## src/rtl/fo_issuer.sv

```systemverilog
// Major-clock-domain issuer of FO bitmaps: takes duplicate-group bitmaps over valid/ready,
// holds each one in FO_mj_reg, toggles mj_level per issue and waits for the minor-domain drain.
module fo_issuer #(
  parameter int ELEMENT_NUM      = 16,
  parameter int LOG2_ELEMENT_NUM = 4,
  parameter int GUARD_CYC        = 8
) (
  input  logic                        clk_mj,
  input  logic                        rst_n,
  input  logic                        mode,
  input  logic [ELEMENT_NUM-1:0]      fo_in,
  input  logic                        fo_valid,
  output logic                        fo_ready,
  output logic [ELEMENT_NUM-1:0]      FO_mj_reg,
  output logic                        mj_level,
  input  logic                        TR_empty,
  output logic [LOG2_ELEMENT_NUM:0]   issued_cnt,
  output logic                        sort_done,
  output logic                        overflow_err
);

  localparam int CW = LOG2_ELEMENT_NUM + 1;
  localparam int SW = LOG2_ELEMENT_NUM + 2;
  localparam int GW = (GUARD_CYC > 1) ? $clog2(GUARD_CYC) : 1;

  typedef enum logic [2:0] {
    S_IDLE,
    S_READY,
    S_GUARD,
    S_WAIT,
    S_DONE
  } state_t;

  state_t         state_reg, state_next;
  logic           te_meta_reg, te_sync_reg;
  logic [GW-1:0]  guard_reg;
  logic [SW-1:0]  pop_cnt;
  logic [SW-1:0]  cnt_sum;
  logic           issue;
  logic           cnt_full;

  always_comb begin
    pop_cnt = '0;
    for (int i = 0; i < ELEMENT_NUM; i++) begin
      pop_cnt = pop_cnt + SW'(fo_in[i]);
    end
  end

  assign cnt_sum  = SW'(issued_cnt) + pop_cnt;
  // A zero bitmap is accepted but never issued.
  assign issue    = (state_reg == S_READY) && fo_valid && (fo_in != '0);
  assign cnt_full = (issued_cnt == CW'(ELEMENT_NUM));

  // TR_empty comes from the minor domain; only the second flop is ever observed.
  always_ff @(posedge clk_mj or negedge rst_n) begin
    if (!rst_n) begin
      te_meta_reg <= 1'b1;
      te_sync_reg <= 1'b1;
    end else begin
      te_meta_reg <= TR_empty;
      te_sync_reg <= te_meta_reg;
    end
  end

  always_ff @(posedge clk_mj or negedge rst_n) begin
    if (!rst_n) begin
      state_reg <= S_IDLE;
    end else begin
      state_reg <= state_next;
    end
  end

  always_comb begin
    state_next = state_reg;
    case (state_reg)
      S_IDLE:  if (mode) state_next = S_READY;
      S_READY: if (issue) state_next = S_GUARD;
      // te_sync may still show the previous level here, so it is ignored.
      S_GUARD: if (guard_reg == '0) state_next = S_WAIT;
      S_WAIT:  if (te_sync_reg) state_next = cnt_full ? S_DONE : S_READY;
      S_DONE:  state_next = S_DONE;
      default: state_next = S_IDLE;
    endcase
    if (!mode) begin
      state_next = S_IDLE;
    end
  end

  always_comb begin
    fo_ready  = (state_reg == S_READY);
    sort_done = (state_reg == S_DONE);
  end

  always_ff @(posedge clk_mj or negedge rst_n) begin
    if (!rst_n) begin
      guard_reg <= '0;
    end else if (issue) begin
      guard_reg <= GW'(GUARD_CYC - 1);
    end else if ((state_reg == S_GUARD) && (guard_reg != '0)) begin
      guard_reg <= guard_reg - GW'(1);
    end
  end

  // An accept coinciding with mode falling still completes.
  always_ff @(posedge clk_mj or negedge rst_n) begin
    if (!rst_n) begin
      FO_mj_reg <= '0;
      mj_level  <= 1'b0;
    end else if (issue) begin
      FO_mj_reg <= fo_in;
      mj_level  <= ~mj_level;
    end
  end

  always_ff @(posedge clk_mj or negedge rst_n) begin
    if (!rst_n) begin
      issued_cnt   <= '0;
      overflow_err <= 1'b0;
    end else if ((state_reg == S_IDLE) && mode) begin
      issued_cnt   <= '0;
      overflow_err <= 1'b0;
    end else if (issue) begin
      if (cnt_sum > SW'(ELEMENT_NUM)) begin
        issued_cnt   <= CW'(ELEMENT_NUM);
        overflow_err <= 1'b1;
      end else begin
        issued_cnt <= cnt_sum[CW-1:0];
      end
    end
  end

endmodule

```

## config.mk

```make
export PLATFORM = sky130hd
export DESIGN_NAME = fo_issuer
export DESIGN_NICKNAME = d
export VERILOG_FILES = /design/src/rtl/fo_issuer.sv
export SDC_FILE = /design/constraint.sdc
export NUM_CORES = 1
export LEC_CHECK = 0
export BUFFER_PORTS_ARGS = -buffer_cell sky130_fd_sc_hd__clkbuf_2
export CAP_MARGIN = 20
export CORE_MARGIN = 10
export CORE_UTILIZATION = 59
export CTS_BUF_LIST = sky130_fd_sc_hd__clkbuf_8
export CTS_CLUSTER_SIZE = 14
export DETAILED_ROUTE_END_ITERATION = 10
export PLACE_DENSITY = 0.83
export SETUP_SLACK_MARGIN = 0.1
export SYNTH_ARGS = -nofsm -noshare
export SYNTH_HDL_FRONTEND = slang
export SYNTH_SLANG_ARGS = --single-unit
export TNS_END_PERCENT = 100
```

## constraint.sdc

```tcl
create_clock -name clk_mj -period 8 [get_ports clk_mj]
set_clock_uncertainty 0.2 [all_clocks]
set_input_delay 1.6 -clock clk_mj [delete_from_list [all_inputs] [get_ports clk_mj]]
set_output_delay 1.6 -clock clk_mj [all_outputs]
set_load 0.01 [all_outputs]
```

==> results.cfg <==
[run_status]
status = finished, final reports clean

[floorplanning]
fp.dieW_microns = 76.7
chipHeight_microns = 76.7
row_count = 20
pin_count = 46
dieArea_sq_mm = 0.00588
initial_utilization = 0.620
design.core.area_sq_mm = 0.00305

[logic_synthesis]
synth_cell_type_count = 40
syn-cell-area_sq_mm = 0.00189
synth.avg_cell_area_sq_um = 9.71
async_set_or_reset_flop_fraction_in_the_synthesized_netlist = 1.00
synth_adder_area_share = 0.199
synthesis.nets = 239
combinational_family_with_the_most_area_after_synthesis = adder cells
post_synth_mux_area_share = 0
synth-simple-area-share = 0.151
synth_xor_xnor_area_share = 0.0231
synth_edf_count = 0
synth_cells = 195
yosys_most_used_dff = sky130_fd_sc_hd__dfrtp_1
synth-compound-area-share = 0.129
ys_seq_elements = 31
synth_sequential_area_ratio = 0.411
yosys_warnings = 0

[detailed_routing]
wl_microns = 4540
drt_iter0_markers = 84
wl_per_cell_microns = 15.9
drt-pass1-iter-count = 4
vias_per_cell = 5.33
vias = 1519
drc = 0
postRouteAntennaNets = 0

[critical_path]
worst-endpoint-required_ns = 7.96
worst_path_most_repeated_cell = sky130_fd_sc_hd__fa_1
critical_path.cell_chain = clkbuf_2 > fa_1 > inv_1 > fa_1 > fa_1 > fa_1 > fa_1 > fa_1 > nand2b_1 > a21oi_1 > xnor2_1 > o21ba_2 > o41ai_1
timing.setup.critical_path_class = input port to flip-flop
start_kind = input port
crit_path_max_fanout = 4
slowest_cell_on_the_critical_path = sky130_fd_sc_hd__fa_1
max_stage_delay_ns = 0.54
cp_data_arrival_time_ns = 5.65
worstSetupEndpointType = flip-flop

[job]
timing.max_cap.violations = 0

[global_routing]
maximum_number_of_pins_on_one_net_before_global_route_repair = 32
track_usage = 0.163
grt_antenna_before_repair = 0
grt_overflow_total = 0
grt_pass1_vias = 1705
first_pass_grt_wire_length_microns = 7870

[clocking]
cts_root_buffer = sky130_fd_sc_hd__clkbuf_8
cts-hold-fix-buffers = 0
cts.repair.resized = 0
cts_sinks = 31
clock_tree.buffer_depth = 2
cts.reportedPaths.clkPinSlew_ns = 0.07
cts_htree_levels = 2
cts_made_buffers = 5
worstSkewPairLatency_ns = 0.28
cts.repair_timing.setup_buffer_count = 0
cts_tree = built

[sta]
max_slew.worst_pin.slew_ns = 0.779
final_critical_delay_including_setup_and_external_delays_ns = 5.69
final.period_utilization = 0.711
number_of_failing_setup_endpoints_in_the_final_timing_report = 0
final-max-slew-violation-count = 0
clock.fmax_ghz = 0.176
grt_setup_unrepaired = false
final-hold-violation-count = 0
timing.setup.tns_ns = 0
max_slew_margin = 0.477

[final_layout]
final_antenna_diode_count = 0
largest_register_ff_count = 16
post_route_cells_drive_above_1_share = 0.249
synthToLayoutAreaGrowth_pct = 19.2
post_layout_nets = 284
layout_common_cells = sky130_fd_sc_hd__clkbuf_2, sky130_fd_sc_hd__inv_1, sky130_fd_sc_hd__nand2_1
postLayoutCoreUtil = 0.740
mostFrequentLayoutCell = sky130_fd_sc_hd__clkbuf_2

[place]
place_congestion = 0.892
buffer_ports.inserted = 45
detailedPlacementHpwl_microns = 3510

[min_path]
min-delay-path-class = flip-flop to flip-flop

[power]
leakagePower_nw = 1.21
max_ir_drop_vdd_v = 0.000215
power.density_mw_per_mm2 = 353
==> layer usage <==
metal / track usage / up-vias / share of wire
li1: - / 732 / -
met1: 0.189 / 723 / 0.43
met2: 0.269 / 54 / 0.48
met3: 0.0559 / 10 / 0.060
met4: 0.0632 / 0 / 0.022
met5: 0 / - / 0
==> Yosys cell counts (all sizes together) (2+ instances only) <==
| cell | count | share of area |
|---|---|---|
| o41ai | 2 | 0.0092 |
| nor2 | 5 | 0.0099 |
| nand3 | 6 | 0.016 |
| o211ai | 4 | 0.016 |
| fa | 12 | 0.13 |
| nand2b | 3 | 0.0099 |
| nor4 | 2 | 0.0066 |
| dfrtp | 29 | 0.38 |
| a21oi | 5 | 0.013 |
| xnor2 | 4 | 0.018 |
| nand2 | 30 | 0.059 |
| inv | 33 | 0.065 |
| ha | 11 | 0.073 |
| or3 | 2 | 0.0066 |
| dfstp | 2 | 0.028 |
| nor3 | 2 | 0.0053 |
| clkbuf | 4 | 0.0086 |
| nor4b | 2 | 0.0092 |
| nand3b | 2 | 0.0079 |
| nor3b | 2 | 0.0079 |
| o21ai | 14 | 0.037 |
| buf | 4 | 0.013 |
==> worst max-delay path: cells and delay by family <==
kind	cells	cell delay (ns)
fa+ha+maj	6	2.83
compound gates	3	0.68
xor+xnor	1	0.20
simple gates	1	0.17
buf+inv	2	0.16
==> through the flow <==
step | area [sq um] | setup WS [ns] | power, mW | hold slack [ns] | std cells
floorplan | 1890 | 2.39 | 0.511 | 0.145 | 195
global placement | 2140 | 2.19 | 0.613 | 0.145 | 277
CTS | 2260 | 2.28 | 0.805 | 0.158 | 285
finish | 2260 | 2.31 | 0.797 | 0.158 | 285
detailed placement | 2140 | 2.08 | 0.629 | 0.148 | 277
global route | 2260 | 2.14 | 0.879 | 0.166 | 285
==> power by group <==
part / switching, mW / leakage, nW / internal [mW]
combinational: 0.228 / 0.763 / 0.172
clock: 0.0595 / 0.0612 / 0.101
sequential: 0.0320 / 0.383 / 0.205
total: 0.319 / 1.21 / 0.478
==> path summary, 6_finish.rpt <==
check,endpoint,depth (start not counted),from,slack (ns)
min in group asynchronous,FO_mj_reg[14],1,rst_n,1.18
hold / removal,te_sync_reg,0,te_meta_reg,0.16
hold reg to reg,te_sync_reg,0,te_meta_reg,0.16
setup / recovery,issued_cnt[0],13,fo_in[0],2.31
setup reg to reg,issued_cnt[0],11,issued_cnt[0],3.81
max in group asynchronous,FO_mj_reg[5],1,rst_n,5.93
==> cell type report <==
class                   count  area [sq um]
clock buffers               6          82.6
clock inverters             2          35.0
fillers                   254           795
inverters                  33           124
multi-input cells         123           951
flip-flops and latches     31           778
well taps                  44          55.1
repair buffers             46           233
==> cell families (layout without fill, tap and decap cells) <==
family                     count (synthesis)  in the layout
buffers and inverters                     41             87
adders and majority gates                 23             23
and+or+nand+nor                           59             59
AOI/OAI and AO/OA                         36             36
xor gates and xnor gates                   5              5
DFF                                       31             31
No activity file was read; power rests on OpenSTA's default activity.
